## config.mk

```make
export PLATFORM = sky130hd
export DESIGN_NAME = alu_exec_unit
export DESIGN_NICKNAME = d
export VERILOG_FILES = /design/src/rtl/alu_exec_unit.sv
export SDC_FILE = /design/constraint.sdc
export NUM_CORES = 1
export LEC_CHECK = 0
export CORE_ASPECT_RATIO = 1.2
export CORE_MARGIN = 4
export CORE_UTILIZATION = 55
export CTS_CLUSTER_DIAMETER = 30
export DETAILED_ROUTE_END_ITERATION = 7
export MAX_ROUTING_LAYER = met4
export PLACE_DENSITY = 0.78
export SLEW_MARGIN = 20
export SYNTH_ARGS = -nofsm -noshare
export SYNTH_HDL_FRONTEND = slang
export SYNTH_SLANG_ARGS = --single-unit
```

## constraint.sdc

```tcl
create_clock -name clk_i -period 5.2 [get_ports clk_i]
set_input_delay 1.04 -clock clk_i [delete_from_list [all_inputs] [get_ports clk_i]]
set_output_delay 1.04 -clock clk_i [all_outputs]
set_load 0.02 [all_outputs]
```

## src/rtl/alu_exec_unit.sv

```systemverilog
// Handshaked ALU/shifter execution unit with a multi-cycle iterative shifter.
// Optional signed-overflow flag for add/sub is built only when ALU_EXEC_OVF_EN is defined.
module alu_exec_unit #(
    parameter int unsigned SHIFT_STEP = 1
) (
    input  logic        clk_i,
    input  logic        rst_i,
    input  logic        in_valid_i,
    output logic        in_ready_o,
    input  logic [3:0]  ALU_operation_i,
    input  logic [1:0]  FURslt_i,
    input  logic [31:0] src1_i,
    input  logic [31:0] src2_i,
    input  logic [4:0]  shamt_i,
    output logic        out_valid_o,
    input  logic        out_ready_i,
    output logic [31:0] result_o,
    output logic        zero_o,
    output logic        overflow_o
);

    localparam int unsigned DATA_W = 32;
    localparam int unsigned CNT_W  = 5;
    localparam int unsigned STEP_W = 4;

    localparam logic [3:0] OP_AND = 4'b0000;
    localparam logic [3:0] OP_OR  = 4'b0001;
    localparam logic [3:0] OP_ADD = 4'b0010;
    localparam logic [3:0] OP_SUB = 4'b0110;
    localparam logic [3:0] OP_SLT = 4'b0111;
    localparam logic [3:0] OP_NOR = 4'b1100;
    localparam logic [3:0] OP_SRL = 4'b1000;
    localparam logic [3:0] OP_SLL = 4'b1001;

    localparam logic [1:0] SEL_ALU   = 2'b00;
    localparam logic [1:0] SEL_SHIFT = 2'b01;
    localparam logic [1:0] SEL_IMM   = 2'b10;

    typedef enum logic [1:0] {
        IDLE  = 2'b00,
        SHIFT = 2'b01,
        DONE  = 2'b10
    } state_t;

    state_t              state_q, state_d;
    logic [DATA_W-1:0]   work_q, work_d;
    logic [CNT_W-1:0]    rem_q, rem_d;
    logic                left_q, left_d;
    logic [DATA_W-1:0]   result_q, result_d;
    logic                zero_q, zero_d;
    logic                ready_q, valid_q;

    logic [DATA_W-1:0]   add_c, sub_c, alu_c, direct_c, shifted_c;
    logic                slt_c, shift_op_c, shift_start_c, accept_c;
    logic [STEP_W-1:0]   step_c;

    // Single-cycle datapath evaluated on the live request inputs
    always_comb begin
        add_c = src1_i + src2_i;
        sub_c = src1_i - src2_i;
        slt_c = $signed(src1_i) < $signed(src2_i);
        case (ALU_operation_i)
            OP_ADD:  alu_c = add_c;
            OP_SUB:  alu_c = sub_c;
            OP_AND:  alu_c = src1_i & src2_i;
            OP_OR:   alu_c = src1_i | src2_i;
            OP_NOR:  alu_c = ~(src1_i | src2_i);
            OP_SLT:  alu_c = DATA_W'(slt_c);
            default: alu_c = '0;
        endcase
    end

    always_comb begin
        accept_c      = in_valid_i && (state_q == IDLE);
        shift_op_c    = (FURslt_i == SEL_SHIFT) &&
                        ((ALU_operation_i == OP_SLL) || (ALU_operation_i == OP_SRL));
        shift_start_c = shift_op_c && (shamt_i != '0);
        case (FURslt_i)
            SEL_ALU:   direct_c = alu_c;
            // zero-distance shift passes the operand; unknown shift codes give 0
            SEL_SHIFT: direct_c = shift_op_c ? src2_i : '0;
            SEL_IMM:   direct_c = {src2_i[15:0], 16'h0000};
            default:   direct_c = '0;
        endcase
    end

    // Iterative shifter: at most SHIFT_STEP bits per cycle
    always_comb begin
        step_c    = (rem_q < CNT_W'(SHIFT_STEP)) ? STEP_W'(rem_q) : STEP_W'(SHIFT_STEP);
        shifted_c = left_q ? (work_q << step_c) : (work_q >> step_c);
    end

    always_comb begin
        state_d  = state_q;
        work_d   = work_q;
        rem_d    = rem_q;
        left_d   = left_q;
        result_d = result_q;
        zero_d   = zero_q;
        case (state_q)
            IDLE: begin
                if (in_valid_i) begin
                    if (shift_start_c) begin
                        state_d = SHIFT;
                        work_d  = src2_i;
                        rem_d   = shamt_i;
                        left_d  = (ALU_operation_i == OP_SLL);
                    end else begin
                        state_d  = DONE;
                        result_d = direct_c;
                        zero_d   = (direct_c == '0);
                    end
                end
            end
            SHIFT: begin
                work_d = shifted_c;
                rem_d  = rem_q - CNT_W'(step_c);
                if (rem_q == CNT_W'(step_c)) begin
                    state_d  = DONE;
                    result_d = shifted_c;
                    zero_d   = (shifted_c == '0);
                end
            end
            DONE: begin
                if (out_ready_i) begin
                    state_d = IDLE;
                end
            end
            default: state_d = IDLE;
        endcase
    end

    always_ff @(posedge clk_i or posedge rst_i) begin
        if (rst_i) begin
            state_q  <= IDLE;
            work_q   <= '0;
            rem_q    <= '0;
            left_q   <= 1'b0;
            result_q <= '0;
            zero_q   <= 1'b0;
            ready_q  <= 1'b1;
            valid_q  <= 1'b0;
        end else begin
            state_q  <= state_d;
            work_q   <= work_d;
            rem_q    <= rem_d;
            left_q   <= left_d;
            result_q <= result_d;
            zero_q   <= zero_d;
            ready_q  <= (state_d == IDLE);
            valid_q  <= (state_d == DONE);
        end
    end

    assign in_ready_o  = ready_q;
    assign out_valid_o = valid_q;
    assign result_o    = result_q;
    assign zero_o      = zero_q;

`ifdef ALU_EXEC_OVF_EN
    logic ovf_c, ovf_q;

    always_comb begin
        ovf_c = 1'b0;
        if (FURslt_i == SEL_ALU) begin
            if (ALU_operation_i == OP_ADD) begin
                ovf_c = (src1_i[DATA_W-1] == src2_i[DATA_W-1]) &&
                        (add_c[DATA_W-1] != src1_i[DATA_W-1]);
            end else if (ALU_operation_i == OP_SUB) begin
                ovf_c = (src1_i[DATA_W-1] != src2_i[DATA_W-1]) &&
                        (sub_c[DATA_W-1] != src1_i[DATA_W-1]);
            end
        end
    end

    // Shifts never overflow; the flag holds with the result in DONE
    always_ff @(posedge clk_i or posedge rst_i) begin
        if (rst_i) begin
            ovf_q <= 1'b0;
        end else if (accept_c && !shift_start_c) begin
            ovf_q <= ovf_c;
        end else if (state_q == SHIFT) begin
            ovf_q <= 1'b0;
        end
    end

    assign overflow_o = ovf_q;
`else
    logic unused_accept;
    assign unused_accept = accept_c;
    assign overflow_o    = 1'b0;
`endif

endmodule
```

==> metrics <==
status complete, but fails checks; R2R Path Start rem_q[1]$_DFFE_PP0P_; post-CTS setup buffer count 0; first-pass GRT wire length 68.9 mm; Worst Hold Margin 0.472 ns; crit path max fanout 9; dpl hpwl 35.7 mm; setup slack after layout 0.230 ns; pre-CTS setup slack 0.0499 ns; failing checks design-rule violations; worst min path class reg2reg; CTS tree yes; Reg2Reg Setup Slack 1.92 ns; Core ar. 18400 µm²; via count 12900; final design utilization 68.3%; critical path launch point src2_i[5]; most used cell, CP nand4_1; Clk pwr share 23.5%; Cell variety after synth 93; WL per Instance 24.7 µm; crit-path max cell delay 0.72 ns; RePlAce Congestion 1.11; fin. max-slew vios 0; Mapped Cells 1460; I/O pin count 115; I/O Buffers 113; kind of critical path in2reg; period utilization 95.6%; top post-synthesis cells by area dfrtp_1, ha_1, a21oi_1, nor2_1, nand2_1; Hold Crit Start result_o[28]$_DFFE_PP0P_; Initial Util 56.6%; nets@finish 1770; clk slew on worst S/H paths 0.06 ns; Critical Path RT 5.46 ns; Async SR Flop Fraction 100%; Max Cap Viol 0; r2r worst-path depth 10; FF/Latch Area 1880 µm²; critical path depth in cells 14; grt total ovfl 0; Synth Flop Type dfrtp_1; CP arrival 5.24 ns; Flop pwr share 28.6%; area leader, netlist dfrtp_1; Area growth syn-to-layout 20.6%; internal power 1.64 mW; worst slew pin tran 1.05 ns; initial antenna violation count 1; Vias/cell 6.99; fmax 201 MHz; post-CTS resize count 0; Post-Syn Nets 1645; Die Y 159 µm; 1st-iter DRT viols 1978; # DRC 1; most common cell after layout, fill and taps aside a21oi_1; die area 21300 µm²; Worst Skew 0.00742 ns; Mapped Avg Cell Area 7.15 µm²; hold_buf cts 0; Bufs and invs on worst path 2; die width 134 µm; clk buf depth 2; minimum clock period 4.97 ns; area of the mapped netlist 10400 µm²; RSZ-0062 raised after global routing no; number of fillers in the final layout 1620; clk root buf clkbuf_16; worst-path cell chain clkdlybuf4s50_1 > inv_1 > ha_1 > and3_1 > a221o_2 > a21oi_2 > o31ai_4 > a311oi_1 > mux2i_1 > nand4_1 > nand4b_1 > nor4_2 > nand4_1 > o21ai_1; vias in the first global route 11800; Antenna Nets Post-Route 0; worst-skew pair later-pin latency 0.34 ns; # clock sinks 75; Max VDD drop 0.000176 V; TritonCTS Buffers 9; Multi-input gate area 7760 µm²; Net Sw Frac 41.4%; r2r endpoint zero_o$_DFFE_PP0P_; Worst Setup EP zero_o$_DFFE_PP0P_; Psw 1.16 mW; row count 54; EDFF count, synth 0; Setup violations, final 0; largest net degree at the start of global routing 52; slowest cell on the critical path clkdlybuf4s50_1; global-route usage over all layers 42.2%; post-synth top area share 17.7%; Gate power share 47.9%; WL final 45.5 mm; sequential-to-total area share from yosys stat 18.0%; crit end category flip-flop; Rel. slew slack 30.0%; share of cells above drive strength 1 10.1%; H-tree Lvls 3; drt first pass iters 8; most frequent cells in the layout a21oi_1, nor2_1, nand2_1; Lkg Pwr 5.66 nW; Pwr per Cell Area 222 nW/µm²; startpoint types primary input; cell family with most CP delay compound AO/OA/AOI/OAI gates; synth warn 0; Setup TNS Final 0 ns; final hold violation count 0; #FFs+latches synth 75
## cells in the mapped netlist, types with 21 or more instances
cell type    n
a22oi_1     35
dfrtp_1     74
o21ai_0     92
nor3_1      27
nor4_1      21
a21oi_1    167
inv_1      100
nor2_1     166
ha_1       104
o31ai_1     21
nand4_1     23
buf_2       22
nand3_1     26
nand2_1    129
mux2i_1     35
clkbuf_1    67
## tightest hold or removal path, stage by stage (launching register included)
cell	delay (ns)
dfrtp_1	0.34
nand2_1	0.05
nand2_1	0.05
## worst min-delay path by stage
stage | slack (ns) | depth (start not counted) | end
6_report | 0.47 | 2 | result_o[28]$_DFFE_PP0P_
5_1_grt | 0.51 | 2 | result_o[24]$_DFFE_PP0P_
4_1_cts | 0.47 | 2 | result_o[28]$_DFFE_PP0P_
3_5_place_dp | 0.46 | 2 | result_o[28]$_DFFE_PP0P_
3_3_place_gp | 0.45 | 2 | result_o[6]$_DFFE_PP0P_
2_1_floorplan | 0.49 | 2 | work_q[31]$_DFFE_PP0P_
## stage by stage
stage / instances / cell area (µm²) / total power [mW]
after floorplan: 1460 / 10400 / 1.58
after global placement: 1826 / 12300 / 2.07
after detailed placement: 1826 / 12300 / 2.09
after CTS: 1842 / 12600 / 2.75
after global routing: 1843 / 12600 / 2.92
final: 1843 / 12600 / 2.80
## power groups by stage
| stage | combinational, mW | sequential, mW | clock (mW) |
|---|---|---|---|
| after floorplan | 0.789 | 0.795 | 0 |
| after global placement | 1.28 | 0.796 | 0 |
| after detailed placement | 1.29 | 0.801 | 0 |
| after CTS | 1.30 | 0.793 | 0.657 |
| after global routing | 1.43 | 0.811 | 0.679 |
| final | 1.34 | 0.801 | 0.658 |
## cells by family (layout without fill, tap and decap cells)
group,Yosys count,in the layout,synth area share (%)
compound gates,557,557,36.1
simple gates,467,467,20.8
buf+inv,208,338,7.91
fa+ha+maj,106,106,12.8
other cells,1,2,0.0359
mux,38,38,3.68
flops,75,75,18.0
xor+xnor,8,8,0.671
## state kept, by name (all words and copies together), names as in the netlist
name         flops
zero_o           1
work_q          32
result_o        32
in_ready_o       1
left_q           1
out_valid_o      1
rem_q            5
state_q          2
## routing by layer
metal / global-route usage (%) / up-vias / routed length [µm]
li1: - / 5634 / -
met1: 54.5 / 5946 / 17000
met2: 63.8 / 1070 / 19700
met3: 6.73 / 238 / 5470
met4: 21.7 / 0 / 3340
met5: - / - / 0
## cell type report
class / count / share of cell area (%)
flip-flops and latches: 75 / 14.9
inverters: 103 / 3.07
clock inverters: 5 / 0.626
well taps: 252 / 2.50
repair buffers: 219 / 15.4
diodes: 1 / 0.0199
clock buffers: 11 / 1.85
multi-input cells: 1177 / 61.6
No activity file was read; power rests on OpenSTA's default activity.
==> edit (same settings) <==
`STEP_W`: 4 -> 5.
--- a/src/rtl/alu_exec_unit.sv
+++ b/src/rtl/alu_exec_unit.sv
@@ -21,7 +21,7 @@
 
     localparam int unsigned DATA_W = 32;
     localparam int unsigned CNT_W  = 5;
-    localparam int unsigned STEP_W = 4;
+    localparam int unsigned STEP_W = 5;
 
     localparam logic [3:0] OP_AND = 4'b0000;
     localparam logic [3:0] OP_OR  = 4'b0001;
Check against the original RTL: equivalent (Yosys induction, for registers that start in step).
==> edit against the unedited design <==
  * The run still ends with DRC left
  * Cell area is 1.6% higher
  * Critical path type unchanged
  * Setup slack got worse by 70 ps
  * Total power is 8.9% higher
  * Routed wire length increased by 8.4%
  * Sequential cell count unchanged
  * Synthesized area grew 0.30%
  * Register-to-register slack worse by 610 ps
  * Combinational power increased by 14%
  * Maximum frequency decreased by 1.4%
==> edit: results (changes against the unedited design) <==
| Metric | Value |
|---|---|
| Status | finished with violations |
| Failing checks | DRC |
| Worst-path fanout max | 3 (-6) |
| Via density | 7.17 (+2.5%) |
| DRT Pass-1 Iters | 8 (unchanged) |
| CP max stage cell | clkdlybuf4s50_1 |
| Post-placement cell count | 1869 (+2.4%) |
| Share of cells above drive strength 1 | 10.7% (+0.62 points) |
| Switching part of the total power | 43.3% (+1.9 points) |
| Placement Setup Slack | -55.1 ps (-105 ps) |
| Nets | 1810 (+2.3%) |
| Largest net degree at the start of global routing | 63 (+21%) |
| H-Tree Depth | 3 (unchanged) |
| Clock slew at reported path FFs | 60 ps (about the same) |
| Setup Fix Bufs, Post-CTS | 0 (unchanged) |
| Top cells by count, synth | a21oi_1 (182), nor2_1 (165), nand2_1 (125), o21ai_0 (115), ha_1 (105) |
| Routed WL per cell | 26.2 um (+5.9%) |
| Worst-margin pin slew | 1170 ps (+124 ps) |
| Asr flop ratio synth | 100% (unchanged) |
| CP max stage delay | 520 ps (-200 ps) |
| Static leakage | 0.00558 uW (-1.4%) |
| GPL Wtd Cong | 1.16 (+3.8%) |
| Detailed Route WL | 49400 um (+8.4%) |
| Arr. time, crit path | 5280 ps (+40 ps) |
| Post_cts resized | 0 (unchanged) |
| Mean area per synthesized cell | 7.07 um^2 (-1.1%) |
| Remaining DRCs | 2 (+1) |
| Initial antenna violation count | 1 (unchanged) |
| Root buffer cell | clkbuf_16 |
| Total Routing Usage GR | 45.2% (+3.0 points) |
| Fill count | 1533 (-5.4%) |
| Main area contributors after synthesis | dfrtp_1 (18%), ha_1 (13%), a21oi_1 (8.7%), nor2_1 (5.9%), o21ai_0 (5.5%) |
| Vias in the first global route | 12737 (+7.7%) |
| 1st-iter DRT viols | 2451 (+24%) |
| Post-DP HPWL | 37100 um (+3.9%) |
| Peak supply drop | 0.256 mV (+46%) |
| Port bufs | 113 (unchanged) |
| Syn nets | 1667 (+1.3%) |
| Sequential area share after synthesis | 17.9% (-0.054 points) |
| Hold crit path type | reg2reg |
| Setup Skew | 4.87 ps (-2.55 ps) |
| Cell taking the most area after synthesis | dfrtp_1 |
| First-pass GRT wire length | 73600 um (+6.8%) |
| Yosys cell types | 83 (-11%) |
| Clock latency on the worst-skew pair | 340 ps (about the same) |
| Number of buffers created by CTS | 9 (unchanged) |
| Clk buf depth | 2 (unchanged) |
| Syn. warnings | 0 (unchanged) |
[edit: cell types whose count changed after synthesis, sizes merged, moves of 8 or more]
| cell | delta |
|---|---|
| clkbuf | +20 |
| a22oi | +14 |
| a31oi | -9 |
| o21ai | +13 |
| a21oi | +12 |
| xnor2 | +8 |
| a221o | -8 |
| buf | -18 |
| o22ai | +12 |
[edit: power by group through the flow]
stage	sequential, uW	clock [uW]	combinational [uW]
6_report	824	695	1530
3_5_place_dp	812	0	1440
4_1_cts	812	685	1470
2_1_floorplan	812	0	846
5_1_grt	828	713	1600
3_3_place_gp	803	0	1400
[edit: worst paths after layout]
path / startpoint / endpoint / slack, ps / cells past startpoint
max: src2_i[0] / zero_o / 160 / 15
max reg2reg: rem_q[3] / zero_o / 1310 / 14
max in group asynchronous: rst_i / left_q / 2950 / 3
min: result_o[7] / result_o[7] / 490 / 2
min reg2reg: result_o[7] / result_o[7] / 490 / 2
min in group asynchronous: rst_i / result_o[24] / 1230 / 2
[edit: through the flow]
stage	hold slack (ps)	cell area, um^2
6_report	494	12800
5_1_grt	520	12800
4_1_cts	492	12800
3_5_place_dp	470	12500
3_3_place_gp	454	12500
2_1_floorplan	486	10500
[edit: cells by family (layout without fill, tap and decap cells)]
kind of cell | Yosys count | count (layout) | synth area share (%)
multiplexers | 38 | 38 | 3.67
flip-flops | 75 | 75 | 17.9
XOR/XNOR | 16 | 16 | 1.34
AND/OR/NAND/NOR | 467 | 467 | 20.9
other | 1 | 2 | 0.0358
buffers and inverters | 207 | 355 | 7.69
adder cells (fa/ha/maj) | 107 | 107 | 12.9
AO/OA/AOI/OAI | 570 | 570 | 35.5
[edit: area by class of cell]
type	count	share of cell area, %
inverter	100	2.93
clock inverter	5	0.587
timing repair buffer	239	16.2
clock buffer	11	1.97
antenna	1	0.0196
multi-input combinational	1199	61.1
sequential	75	14.7
tap	256	2.50
[edit: layer usage]
metal	track usage [%]	up-vias	share of wire [%]
met5	-	-	0
met4	26.6	0	8.2
met3	7.24	305	12
met2	68.5	1249	43
met1	56.8	6239	36
li1	-	5727	-
[edit: critical path: cells and delay by family]
family / cells / cell delay [ps]
fa+ha+maj: 2 / 690
buf+inv: 2 / 720
compound gates: 6 / 1770
simple gates: 4 / 790
mux: 1 / 270
